`config.mk`:
```
export PLATFORM = sky130hd
export DESIGN_NAME = pipe_hazard_ctrl
export DESIGN_NICKNAME = d
export VERILOG_FILES = /design/src/rtl/pipe_ctrl_pkg.sv /design/src/rtl/pipe_hazard_cnt.sv /design/src/rtl/pipe_hazard_ctrl.sv
export SDC_FILE = /design/constraint.sdc
export NUM_CORES = 1
export LEC_CHECK = 0
export CORE_UTILIZATION = 31
export DETAILED_ROUTE_END_ITERATION = 12
export GPL_TIMING_DRIVEN = 0
export PLACE_DENSITY = 0.79
export SLEW_MARGIN = 20
export SYNTH_ARGS = -nofsm -noshare
export SYNTH_HDL_FRONTEND = slang
export SYNTH_HIERARCHICAL = 1
export SYNTH_SLANG_ARGS = --single-unit
```
`constraint.sdc`:
```
create_clock -name clk -period 1.7 [get_ports clk]
set_input_delay 0.34 -clock clk [delete_from_list [all_inputs] [get_ports clk]]
set_output_delay 0.34 -clock clk [all_outputs]
set_load 0.03 [all_outputs]
```
`src/rtl/pipe_ctrl_pkg.sv`:
```
// Shared types for the pipeline stall/flush controller: FSM state and the
// bundle of stage-register enables and flushes.
package pipe_ctrl_pkg;

  localparam int REG_ADDR_W_DEF = 5;

  typedef enum logic [0:0] {
    RUN         = 1'b0,
    MULDIV_BUSY = 1'b1
  } state_t;

  typedef struct packed {
    logic pc_en;
    logic if_id_en;
    logic id_ex_en;
    logic ex_mem_en;
    logic mem_wb_en;
    logic if_id_flush;
    logic id_ex_flush;
    logic ex_mem_flush;
  } pipe_ctrl_t;

  // Free-running pipe: every register advances, nothing is squashed.
  function automatic pipe_ctrl_t ctrl_run();
    pipe_ctrl_t c;
    c = '{pc_en: 1'b1, if_id_en: 1'b1, id_ex_en: 1'b1, ex_mem_en: 1'b1,
          mem_wb_en: 1'b1, if_id_flush: 1'b0, id_ex_flush: 1'b0,
          ex_mem_flush: 1'b0};
    return c;
  endfunction

endpackage

```
`src/rtl/pipe_hazard_cnt.sv`:
```
// Saturating event counter with synchronous clear (clear wins over increment).
module pipe_hazard_cnt #(
  parameter int W = 32
) (
  input  logic         clk,
  input  logic         clr,
  input  logic         inc,
  output logic [W-1:0] q
);

  always_ff @(posedge clk) begin
    if (clr) begin
      q <= '0;
    end else if (inc && (q != {W{1'b1}})) begin
      q <= q + 1'b1;
    end
  end

endmodule

```
`src/rtl/pipe_hazard_ctrl.sv`:
```
// Stall/flush controller for the 5-stage MIPS pipe: load-use, taken branch
// and mul/div freeze. Define HAZARD_STATS_EN to add stall/flush counters.
module pipe_hazard_ctrl
  import pipe_ctrl_pkg::*;
#(
  parameter int REG_ADDR_W    = REG_ADDR_W_DEF,
  parameter int MULDIV_CYCLES = 8,
  parameter int CNT_W         = 32
) (
  input  logic                  clk,
  input  logic                  reset,
  input  logic [REG_ADDR_W-1:0] id_rs,
  input  logic [REG_ADDR_W-1:0] id_rt,
  input  logic                  id_uses_rt,
  input  logic                  ex_mem_read,
  input  logic [REG_ADDR_W-1:0] ex_rt,
  input  logic                  branch_taken_ex,
  input  logic                  muldiv_start_ex,
  output logic                  pc_en,
  output logic                  if_id_en,
  output logic                  id_ex_en,
  output logic                  ex_mem_en,
  output logic                  mem_wb_en,
  output logic                  if_id_flush,
  output logic                  id_ex_flush,
  output logic                  ex_mem_flush,
  output logic                  muldiv_busy
`ifdef HAZARD_STATS_EN
  ,
  output logic [CNT_W-1:0]      stall_cycles,
  output logic [CNT_W-1:0]      flush_events
`endif
);

  localparam int CW = $clog2(MULDIV_CYCLES) + 1;
  localparam logic [CW-1:0] CNT_INIT = CW'(MULDIV_CYCLES - 1);

  state_t        state, state_n;
  logic [CW-1:0] cnt, cnt_n;
  logic          load_use;
  pipe_ctrl_t    ctrl;

  // Register 0 is hardwired zero, so a load targeting it can never feed ID.
  assign load_use = ex_mem_read && (ex_rt != '0) &&
                    ((ex_rt == id_rs) || (id_uses_rt && (ex_rt == id_rt)));

  always_comb begin
    ctrl        = ctrl_run();
    muldiv_busy = 1'b0;
    state_n     = state;
    cnt_n       = cnt;
    if (reset) begin
      ctrl = '{pc_en: 1'b0, if_id_en: 1'b0, id_ex_en: 1'b0, ex_mem_en: 1'b0,
               mem_wb_en: 1'b0, if_id_flush: 1'b1, id_ex_flush: 1'b1,
               ex_mem_flush: 1'b1};
    end else begin
      case (state)
        RUN: begin
          if (branch_taken_ex) begin
            ctrl.if_id_flush = 1'b1;
            ctrl.id_ex_flush = 1'b1;
          end else if (muldiv_start_ex) begin
            state_n = MULDIV_BUSY;
            cnt_n   = CNT_INIT;
          end else if (load_use) begin
            ctrl.pc_en       = 1'b0;
            ctrl.if_id_en    = 1'b0;
            ctrl.id_ex_flush = 1'b1;
          end
        end
        MULDIV_BUSY: begin
          // Front frozen; EX/MEM takes bubbles so older work drains out.
          ctrl.pc_en        = 1'b0;
          ctrl.if_id_en     = 1'b0;
          ctrl.id_ex_en     = 1'b0;
          ctrl.ex_mem_flush = 1'b1;
          muldiv_busy       = 1'b1;
          if (cnt == '0) begin
            state_n = RUN;
          end else begin
            cnt_n = cnt - 1'b1;
          end
        end
        default: begin
          state_n = RUN;
          cnt_n   = '0;
        end
      endcase
    end
  end

  always_ff @(posedge clk) begin
    if (reset) begin
      state <= RUN;
      cnt   <= '0;
    end else begin
      state <= state_n;
      cnt   <= cnt_n;
    end
  end

  assign pc_en        = ctrl.pc_en;
  assign if_id_en     = ctrl.if_id_en;
  assign id_ex_en     = ctrl.id_ex_en;
  assign ex_mem_en    = ctrl.ex_mem_en;
  assign mem_wb_en    = ctrl.mem_wb_en;
  assign if_id_flush  = ctrl.if_id_flush;
  assign id_ex_flush  = ctrl.id_ex_flush;
  assign ex_mem_flush = ctrl.ex_mem_flush;

`ifdef HAZARD_STATS_EN
  logic stall_inc, flush_inc;

  assign stall_inc = !reset && !ctrl.pc_en;
  assign flush_inc = !reset && (state == RUN) && branch_taken_ex;

  pipe_hazard_cnt #(.W(CNT_W)) u_stall_cnt (
    .clk (clk),
    .clr (reset),
    .inc (stall_inc),
    .q   (stall_cycles)
  );

  pipe_hazard_cnt #(.W(CNT_W)) u_flush_cnt (
    .clk (clk),
    .clr (reset),
    .inc (flush_inc),
    .q   (flush_events)
  );
`endif

endmodule

```
Yosys cells after proc, flatten, opt, wreduce, memory -nomap -nowiden
Cells that the tools add are included.
{"block": "classes", "n_bitwise": 1, "eq_ne": 5, "mux": 23, "n_addsub": 1, "n_reduce_logical": 7}
{"cell": "2-to-1 mux 4 bit", "n": 3}
{"cell": "equality test 5 bit", "n": 2}
{"cell": "2-to-1 mux 1 bit", "n": 10}
{"cell": "2-to-1 mux 2 bit", "n": 5}
{"cell": "one-hot mux 4 bit (2 select lines)", "n": 1}
{"cell": "2-to-1 mux 3 bit", "n": 2}
{"cell": "!= test 2 bit, second input constant", "n": 3}
{"cell": "nonzero test 5 bit", "n": 1}
{"cell": "logical NOT 4 bit", "n": 1}
{"cell": "one-hot mux 2 bit (2 select lines)", "n": 1}
{"cell": "subtractor 4 x 1 -> 4 bit, second input constant", "n": 1}
{"cell": "logical AND 1 bit", "n": 3}
{"cell": "AND reduction 3 bit", "n": 1}
{"cell": "one-hot mux 1 bit (2 select lines)", "n": 1}
{"cell": "logical OR 1 bit", "n": 1}
{"cell": "inverter 1 bit", "n": 1}
{"block": "word_totals", "wordCells": 39, "in_bits": 21, "ff_bits": 5, "output_inout_bits": 9}

Depth between registers and ports, before layout
Gate-level depths: netlist of the first run.
{"block": "logic_depth", "depth_word": 9, "depth_mapped": 6, "depth_no_buf": 6}

Worst setup path after synthesis of the first run
Ideal clock, no wire load.
{"block": "synth_path", "path_type": "input -> output", "startpoint": "input port ex_rt[4]", "endpoint": "output port id_ex_flush", "stages": 4, "arrival_ps": 2003, "path_slack_ps": -643, "t_required_ps": 1360, "path_buffers": 0, "cell_sequence": "xor2_1 nor4_1 a32oi_1 o41ai_1"}
{"block": "synth_between", "elab_chain_cells": 9, "elab_cells_between_ends": 12, "cone_classes": "eq/ne: 2; mux: 5; reduce/logical: 5"}
{"item": "from (decl)", "line_no": "pipe_hazard_ctrl.sv:16", "text": "input logic [REG_ADDR_W-1:0] ex_rt,"}
{"item": "equality test 5 bit", "line_no": "pipe_hazard_ctrl.sv:45", "text": "((ex_rt == id_rs) || (id_uses_rt && (ex_rt == id_rt)));"}
{"item": "logical AND 1 bit", "line_no": "pipe_hazard_ctrl.sv:45"}
{"item": "logical OR 1 bit", "line_no": "pipe_hazard_ctrl.sv:45"}
{"item": "logical AND 1 bit *", "line_no": "pipe_hazard_ctrl.sv:44", "text": "assign load_use = ex_mem_read && (ex_rt != '0) &&"}
{"item": "2-to-1 mux 1 bit *", "line_no": "pipe_hazard_ctrl.sv:65", "text": "end else if (load_use) begin"}
{"item": "2-to-1 mux 1 bit *", "line_no": "pipe_hazard_ctrl.sv:62", "text": "end else if (muldiv_start_ex) begin"}
{"item": "2-to-1 mux 1 bit *", "line_no": "pipe_hazard_ctrl.sv:59", "text": "if (branch_taken_ex) begin"}
{"item": "2-to-1 mux 2 bit *", "line_no": "pipe_hazard_ctrl.sv:57", "text": "case (state)"}
{"item": "2-to-1 mux 3 bit *", "line_no": "pipe_hazard_ctrl.sv:52", "text": "if (reset) begin"}
{"item": "to (decl)", "line_no": "pipe_hazard_ctrl.sv:25", "text": "output logic id_ex_flush,"}
Every way passes the cells marked *; elsewhere a longest branch is shown, timed or not.

Worst setup path after layout of the first run
{"block": "layout_path", "startpoint": "input port ex_rt[4]", "endpoint": "output port pc_en"}
{"block": "layout_between", "elab_chain_cells": 9, "elab_cells_between_ends": 12, "cone_classes": "eq/ne: 2; mux: 5; reduce/logical: 5"}
{"item": "equality test 5 bit", "line_no": "pipe_hazard_ctrl.sv:45"}
{"item": "logical AND 1 bit", "line_no": "pipe_hazard_ctrl.sv:45"}
{"item": "logical OR 1 bit", "line_no": "pipe_hazard_ctrl.sv:45"}
{"item": "logical AND 1 bit *", "line_no": "pipe_hazard_ctrl.sv:44"}
{"item": "2-to-1 mux 2 bit *", "line_no": "pipe_hazard_ctrl.sv:65"}
{"item": "2-to-1 mux 2 bit *", "line_no": "pipe_hazard_ctrl.sv:62"}
{"item": "2-to-1 mux 2 bit *", "line_no": "pipe_hazard_ctrl.sv:59"}
{"item": "one-hot mux 2 bit (2 select lines) *", "line_no": "pipe_hazard_ctrl.sv:57"}
{"item": "2-to-1 mux 3 bit *", "line_no": "pipe_hazard_ctrl.sv:52"}
{"item": "to (decl)", "line_no": "pipe_hazard_ctrl.sv:19", "text": "output logic pc_en,"}
Marks and branches as above.

==> results of run 1 <==
-- cell families (layout without fill, tap and decap cells) --
kind of cell | after synthesis | in the layout | synth area share [%]
and+or+nand+nor | 19 | 19 | 25.7
xor gates and xnor gates | 10 | 10 | 19.3
buffers and inverters | 9 | 42 | 9.11
DFF | 5 | 5 | 22.1
adders and majority gates | 2 | 2 | 5.52
AOI/OAI and AO/OA | 10 | 10 | 18.2
-- sequential cells by signal, indices dropped and copies added (netlist names) --
register / flops
cnt: 4
state: 1
-- cell usage after synthesis --
master    number  area [um2]
a211oi_1       3        22.5
a211oi_2       1        12.5
a21oi_1        1        5.00
a21oi_2        1        8.76
a32oi_1        1        8.76
and3_2         1        7.51
buf_4          2        15.0
clkbuf_1       1        3.75
dfxtp_1        5         100
ha_1           2        25.0
inv_1          6        22.5
nand2_1        2        7.51
nand2b_1       1        6.26
nor2_1         5        18.8
nor2b_1        1        6.26
nor3_1         3        15.0
nor3b_4        1        18.8
nor4_1         1        6.26
o21ai_0        1        5.00
o41a_1         1        11.3
o41ai_1        1        8.76
or3_1          1        6.26
or3_2          1        7.51
or3b_1         1        8.76
or4_1          1        7.51
xnor2_1        1        8.76
xor2_1         9        78.8
-- per-stage QoR --
stage	area [um2]	power [uW]	utilization (%)	setup TNS, ps
after floorplan	492	260	-	-398
after global placement	791	352	59.3	-4580
after detailed placement	791	356	59.3	-4600
after CTS	821	492	61.5	-863
after global routing	850	535	63.7	-1280
final	850	502	63.7	-1090
-- report_power, final --
group | switching [uW] | leakage (uW) | total (uW) | internal [uW]
Sequential | 11.1 | 0.0000419 | 140 | 129
Combinational | 116 | 0.000305 | 221 | 105
Clock | 52.3 | 0.0000150 | 141 | 88.9
-- routing by layer --
layer | GRT usage (%) | wire length, um
met1 | 19.4 | 528
met2 | 29.8 | 728
met3 | 7.78 | 75
met4 | 8.33 | 10
met5 | 0 | 0
-- repair_timing --
| item | in CTS | in global routing |
|---|---|---|
| resized for setup | 72 | 12 |
| pin swaps | 13 | 6 |
| endpoints found under the setup margin | 8 | 9 |
| setup buffers | 0 | 1 |
-- layout make-up --
cell class              count  share of cell area (%)
plain buffers               3                    2.80
clock buffers               4                    3.09
inverters                   6                    2.95
multi-input cells          41                    46.7
flip-flops and latches      5                    12.2
well taps                  15                    2.21
repair buffers             29                    30.0
-- placed cells by master, fill, tap and decap left out, drive strengths merged, types with 2 or more instances in the layout --
cell type	synthesis	final
a211oi	4	4
a21oi	2	2
buf	2	13
clkbuf	1	7
clkdlybuf4s15	0	3
clkdlybuf4s50	0	4
dfxtp	5	5
dlygate4sd2	0	9
ha	2	2
inv	6	6
nand2	2	2
nor2	5	5
nor3	3	3
or3	2	2
xor2	9	9
-- worst max path at each step --
| stage | from | endpoint | slack [ps] |
|---|---|---|---|
| after global placement | ex_rt[4] | pc_en | -1240 |
| final | ex_rt[4] | pc_en | -400 |
| after global routing | ex_rt[4] | pc_en | -470 |
| after floorplan | ex_rt[4] | pc_en | -240 |
| after detailed placement | ex_rt[4] | pc_en | -1230 |
| after CTS | id_rt[2] | pc_en | -400 |
==> results_dict.tcl, run 1 <==
set metrics [dict create \
    cp_common_cell "buf_6" \
    finalHoldViolCount 0 \
    dp_hpwl_um 1040 \
    worstHoldStart "reset" \
    avgSynthCellArea_um2 8.24 \
    status "complete, but fails checks" \
    cts-root-buf "clkbuf_4" \
    vdd_ir_drop_max_v 0.000510 \
    die-width_um 40.2 \
    grt_max_degree 9 \
    slowest_delay_ps 370 \
    p_leak_uw 0.000362 \
    fin_cells 103 \
    drt_wl_total_um 1340 \
    place_ws_ps -1230 \
    area_growth_pct 87.6 \
    n_fill_cell 120 \
    r2r_cells 6 \
    maxSlewHeadroom_pct 79.6 \
    finalClockSkew_ps 7.13 \
    required_ps 1360 \
    cap_violations 0 \
    vias_per_cell 4.86 \
    ctsHoldBuffers 0 \
    multi_input_comb_area_um2 397 \
    hold_path.class "in -> reg" \
    numCtsBuffers 3 \
    antenna_left 0 \
    crit_path_end_kind "primary output" \
    drcViolationCount 0 \
    vias 501 \
    yosys_register_bits 5 \
    hold_depth 2 \
    worst-path-stages 7 \
    period_minus_slack_ps 2100 \
    grt_pass1_wl_um 1840 \
    ys_warn_count 6 \
    htree_levels 1 \
    io_pins 30 \
    hold_ws_ps 407 \
    dr.pass1.iters 4 \
    drt-initial-drc-count 1 \
    core_um2 1330 \
    overflow 0 \
    finalMaxSlewViolations 0 \
    insertion_delay_ps 250 \
    cp_max_fo 3 \
    initial_utilization_pct 34.0 \
    cts_num_sinks 5 \
    seq_area_frac_synth_pct 22.1 \
    dieArea_um2 1620 \
    syn_area_um2 453 \
    synth.distinct_cells 27 \
    dp_cells 98 \
    cp_slowest_cell "o41a_1" \
    worst_hold_path.endpoint "cnt[3]" \
    antenna_found_initial 0 \
    n_antenna_cell 0 \
    reg2reg_from "cnt[0]" \
    die_h_um 40.2 \
    worst_r2r_endpoint "cnt[3]" \
    io_buffers 28 \
    rsz0062_at_grt "yes" \
    violations "negative setup slack" \
    fin_nets 112 \
    std_cell_rows 13 \
    crit_chain "buf_8 -> xor2_2 -> nor4_2 -> a32oi_2 -> o41a_1 -> buf_6 -> buf_6" \
    critPathLaunchType "input pin" \
    syn_nets 78 \
    globalplace.congestion 0.731 \
    power_density_nw_per_um2 591 \
    fin_ws_ps -403 \
    cts.clk_slew.worst_paths_ps 50 \
    clock.fmax_mhz 476 \
    cts_buffer_depth 2 \
    r2r_slack_ps 120 \
    grtUsageTotal_pct 17.9 \
    cp.arrival_ps 1760 \
    cp_top_family "compound AO/OA/AOI/OAI gates" \
    critPathKind "in -> out" \
    setup_viol 3 \
    netlist_instances 55 \
    routedWlPerCell_um 13.0 \
    grt_pass1_vias 462 \
    path_buf_inv 3 \
    cts_tree "done" \
    ff_latch_area_um2 104 \
    tightest_slew_ps 305 \
    post-route-period-util_pct 124 \
    layout-drive-gt1-share_pct 43.2 \
]
No activity file was read; power rests on OpenSTA's default activity.
==> inputs of run 2 (changes only) <==
CORE_UTILIZATION = 30   (was 31)
PLACE_DENSITY = 0.77   (was 0.79)
==> results_dict.tcl, run 2 (same netlist as run 1, synthesis figures left out) <==
set metrics [dict create \
    status "complete, but fails checks" \
    violations "negative setup slack" \
    fin_nets 114 \
    insertion_delay_ps 240 \
    maxSlewHeadroom_pct 79.3 \
    cp_slowest_cell "o41a_1" \
    finalClockSkew_ps 5.15 \
    initial_utilization_pct 33.5 \
    die-width_um 40.9 \
    vias 519 \
    antenna_found_initial 0 \
    slowest_delay_ps 360 \
    period_minus_slack_ps 2060 \
    cts.clk_slew.worst_paths_ps 40 \
    cp.arrival_ps 1720 \
    cp_max_fo 3 \
    multi_input_comb_area_um2 392 \
    cp_common_cell "buf_6" \
    htree_levels 1 \
    core_um2 1350 \
    layout-drive-gt1-share_pct 46.7 \
    grt_max_degree 9 \
    final_common_cell "dlygate4sd2_1" \
    tightest_slew_ps 309 \
    top_register "cnt" \
    std_cell_rows 13 \
    p_leak_uw 0.000373 \
    required_ps 1360 \
    dieArea_um2 1670 \
    power.share.clock_pct 27.0 \
    pwr-share-seq_pct 27.4 \
    setup_viol 3 \
    cts_tree "done" \
    p_comb_share_pct 45.6 \
    rsz0062_at_grt "yes" \
    clock.fmax_mhz 486 \
    drcViolationCount 0 \
    power_density_nw_per_um2 585 \
    p_int_uw 333 \
    power_uw 509 \
    io_buffers 28 \
    finalHoldViolCount 0 \
    cts_num_sinks 5 \
    p_sw_uw 176 \
    grt_pass1_vias 535 \
    dr.pass1.iters 2 \
    utilization_pct 64.4 \
    r2r_slack_ps 150 \
    drt-initial-drc-count 5 \
    hold_path.class "in -> reg" \
    critPathKind "in -> out" \
    grtUsageTotal_pct 20.4 \
    reg2reg_from "cnt[0]" \
    crit_path_end_kind "primary output" \
    cap_violations 0 \
    ff_latch_area_um2 104 \
    switching_share_pct 34.6 \
    area_growth_pct 92.0 \
    final_cell_mix "10 x dlygate4sd2_1, 7 x xor2_1, 7 x buf_6" \
    finalMaxSlewViolations 0 \
    crit_chain "buf_8 -> xor2_2 -> nor4_2 -> a32oi_2 -> o41a_1 -> buf_6 -> buf_6" \
    die_h_um 40.9 \
    vdd_ir_drop_max_v 0.000549 \
    post-route-period-util_pct 121 \
    numCtsBuffers 3 \
    ctsHoldBuffers 0 \
    drt_wl_total_um 1410 \
    io_pins 30 \
    crit_path_end "pc_en" \
    vias_per_cell 4.94 \
    fin_setup_tns_ps -963 \
    critPathLaunchType "input pin" \
    overflow 0 \
    cts_buffer_depth 2 \
    startpoint "ex_rt[1]" \
    r2r_cells 6 \
    cts-root-buf "clkbuf_4" \
    largest_reg_flops 4 \
    grt_pass1_wl_um 2170 \
    n_antenna_cell 0 \
    antenna_left 0 \
    dp_hpwl_um 1120 \
    n_fill_cell 113 \
    globalplace.congestion 0.801 \
    top_regs "cnt x4, state x1" \
    fin_ws_ps -358 \
    place_ws_ps -1270 \
    routedWlPerCell_um 13.4 \
    worst_r2r_endpoint "cnt[3]" \
]
## run 2: cell count changes in the layout (fill, tap and decap cells not counted), sizes merged
cell           before  now
buf                13   15
clkdlybuf4s15       3    2
dlygate4sd2         9   10
## run 2: how the worst min path moves through the flow
stage               slack, ps    from  cells past startpoint      to
global route              410   reset                      2   state
CTS                       400   reset                      2  cnt[3]
finish                    400   reset                      2   state
floorplan                 470  cnt[1]                      2  cnt[1]
detailed placement        510  cnt[1]                      2  cnt[1]
global placement          500  cnt[1]                      2  cnt[1]
## run 2: worst max-delay path, delay by kind of cell
| kind | cells | cell delay (ps) |
|---|---|---|
| buf+inv | 3 | 350 |
| xor+xnor | 1 | 170 |
| compound gates | 2 | 530 |
| simple gates | 1 | 320 |
## run 2: metal layers
layer | track usage [%] | up-vias | wire, um
met1 | 21.0 | 242 | 566
met5 | 0 | - | 0
li1 | - | 259 | -
met3 | 8.70 | 4 | 70
met4 | 9.17 | 0 | 29
met2 | 35.2 | 14 | 740
## run 2: final cells by class
class | instances | area share, %
clock buffers | 4 | 3.02
plain buffers | 3 | 2.73
multi-input cells | 41 | 45.0
repair buffers | 31 | 32.2
inverters | 6 | 2.88
well taps | 15 | 2.16
flip-flops and latches | 5 | 11.9
## run 2: through the flow
stage                     cell area (um2)  hold WS [ps]  cells
after floorplan                       492           472     55
after global placement                791           497     98
after detailed placement              791           507     98
after CTS                             841           404    104
after global routing                  870           414    105
final                                 870           404    105
## run 2: power by group through the flow
| stage | clock network [uW] | logic [uW] | registers (uW) |
|---|---|---|---|
| floorplan | 0 | 121 | 139 |
| CTS | 142 | 217 | 139 |
| detailed placement | 0 | 218 | 141 |
| global route | 155 | 252 | 141 |
| finish | 137 | 232 | 139 |
| global placement | 0 | 212 | 140 |
## run 2: timing repair
item,in CTS,in global routing
gates cloned,0,0
buffers inserted,2,1
setup endpoints to repair,8,9
resized for setup,76,10
pin swaps,13,5
==> inputs of run 3 (changes only) <==
ABC_AREA = 0   (was unset)
PLACE_DENSITY = 0.74   (was 0.77)
SYNTH_HIERARCHICAL = unset   (was 1)
clock period = 2.12 ns   (was 1.7 ns; I/O delays follow)
==> results_dict.tcl, run 3 <==
set metrics [dict create \
    status "complete, but fails checks" \
    violations "negative setup slack" \
    synth_common_cells "9 x xor2_1, 6 x inv_1, 5 x dfxtp_1, 5 x nor2_1" \
    dieArea_um2 1670 \
    drcViolationCount 0 \
    cts_num_sinks 5 \
    period_minus_slack_ps 2260 \
    grt_pass1_vias 462 \
    synth_edf_count 0 \
    fin_setup_tns_ps -259 \
    clock.fmax_mhz 443 \
    std_cell_rows 13 \
    cts_buffer_depth 2 \
    synth.top_cell.area_share_pct 22.1 \
    dr.pass1.iters 2 \
    vias_per_cell 4.86 \
    fin_area_um2 832 \
    critPathKind "in -> out" \
    initial_utilization_pct 33.5 \
    tightest_slew_ps 367 \
    power_uw 392 \
    netlist_instances 55 \
    htree_levels 1 \
    dp_cells 98 \
    crit_chain "buf_6 -> xor2_2 -> nor4_2 -> a32oi_2 -> o41a_1 -> buf_4 -> buf_6" \
    maxSlewHeadroom_pct 75.5 \
    die-width_um 40.9 \
    cts_tree "done" \
    path_buf_inv 3 \
    fin_nets 112 \
    crit_path_end_kind "primary output" \
    die_h_um 40.9 \
    final_cell_mix "8 x dlygate4sd2_1, 7 x clkdlybuf4s50_1, 6 x xor2_1, 6 x buf_6, 5 x nor2_1" \
    layout-drive-gt1-share_pct 37.5 \
    fin_ws_ps -136 \
    routedWlPerCell_um 12.5 \
    power_density_nw_per_um2 471 \
    place_area_um2 764 \
    cp.arrival_ps 1830 \
    avgSynthCellArea_um2 8.24 \
    fin_cells 103 \
    finalHoldViolCount 0 \
    syn_area_um2 453 \
    insertion_delay_ps 240 \
    globalplace.congestion 0.785 \
    seq_area_frac_synth_pct 22.1 \
    cts-root-buf "clkbuf_4" \
    grt_pass1_wl_um 1890 \
    p_leak_uw 0.000371 \
    synth-xor-area-share_pct 19.3 \
    muxShareOfSynthArea_pct 0 \
    setup_viol 3 \
    synth.most_common_cell "xor2_1" \
    area_growth_pct 83.7 \
    n_antenna_cell 0 \
    cts.clk_slew.worst_paths_ps 40 \
    final_common_cell "dlygate4sd2_1" \
    hold_path.class "reg -> reg" \
    cp_top_family "compound AO/OA/AOI/OAI gates" \
    vias 501 \
    synth_ff_type "dfxtp_1" \
    drt-initial-drc-count 2 \
    post-route-period-util_pct 106 \
    synth-simple-area-share_pct 25.7 \
    cp_slowest_cell "o41a_1" \
    yosys_register_bits 5 \
    overflow 0 \
    dp_hpwl_um 1020 \
    cp_max_fo 3 \
    grtUsageTotal_pct 17.9 \
    n_fill_cell 133 \
    rsz0062_at_grt "yes" \
    antenna_found_initial 0 \
    io_buffers 28 \
    finalMaxSlewViolations 0 \
    synth_top_family_by_area "simple AND/OR/NAND/NOR gates" \
    hold_ws_ps 528 \
    core_um2 1350 \
    async_flop_share_pct 0 \
    vdd_ir_drop_max_v 0.000520 \
    synthAdderAreaFrac_pct 5.52 \
    critPathLaunchType "input pin" \
    numCtsBuffers 3 \
    antenna_left 0 \
    ys_warn_count 0 \
    largest_reg_flops 4 \
    top_regs "cnt x4, state x1" \
    drt_wl_total_um 1290 \
    top_register "cnt" \
    cap_violations 0 \
    slowest_delay_ps 360 \
    cp_common_cell "buf_6" \
    grt_max_degree 9 \
    syn_nets 78 \
    synth.distinct_cells 27 \
    synth-compound-area-share_pct 18.2 \
    synth.area.top_cells "dfxtp_1 22%, xor2_1 17%, ha_1 5.5%, a211oi_1 5.0%, inv_1 5.0%" \
    required_ps 1700 \
    yosys.area.top_type "dfxtp_1" \
    finalClockSkew_ps 0.259 \
    io_pins 30 \
]
-- run 3: report_power, final --
part           total, uW  switching (uW)  leakage, uW  internal [uW]
sequential           112            8.38    0.0000416            104
clock                109            37.9    0.0000150           71.1
combinational        171            87.5     0.000315           83.4
total                392             134     0.000371            258
-- run 3: worst register-to-register path: cells and delay by family (launching register included) --
family	cells	cell delay (ps)
compound gates	3	590
simple gates	1	380
flops	1	300
fa+ha+maj	1	170
buf+inv	1	110
-- run 3: layer usage --
layer / global-route usage (%) / vias to the layer above / wire length [um]
met5: 0 / - / 0
met4: 5.00 / 0 / 8
met2: 28.5 / 15 / 668
met3: 7.61 / 2 / 74
li1: - / 256 / -
met1: 21.6 / 228 / 535
-- run 3: worst paths after layout --
check / depth (start not counted) / slack [ps] / startpoint / end
hold reg to reg: 2 / 530 / cnt[1] / cnt[1]
setup reg to reg: 6 / 500 / cnt[0] / cnt[3]
hold / removal: 2 / 530 / cnt[1] / cnt[1]
setup / recovery: 7 / -140 / ex_rt[1] / pc_en
-- run 3: layout make-up --
type	instances	area [um2]	share of cell area (%)
multi-input cells	41	374	45.0
flip-flops and latches	5	101	12.2
plain buffers	3	18.8	2.26
repair buffers	29	268	32.2
well taps	15	18.8	2.26
inverters	6	25.0	3.01
clock buffers	4	26.3	3.16
-- run 3: cells by family after synthesis --
| logic type | after synthesis |
|---|---|
| compound gates | 10 |
| xor+xnor | 10 |
| fa+ha+maj | 2 |
| simple gates | 19 |
| buf+inv | 9 |
| flops | 5 |
-- run 3: repair_timing --
item | in CTS | in global routing
endpoints found under the setup margin | 4 | 5
gates cloned | 0 | 0
hold buffers | 0 | 0
setup buffers | 0 | 1
pin swaps | 9 | 6
gates resized for setup | 61 | 15
-- run 3: metrics by stage --
step           utilization, %  setup WS, ps
2_1_floorplan               -         -13.0
3_3_place_gp             56.6          -920
3_5_place_dp             56.6          -952
4_1_cts                  58.0          -172
5_1_grt                  61.6          -171
6_report                 61.6          -136
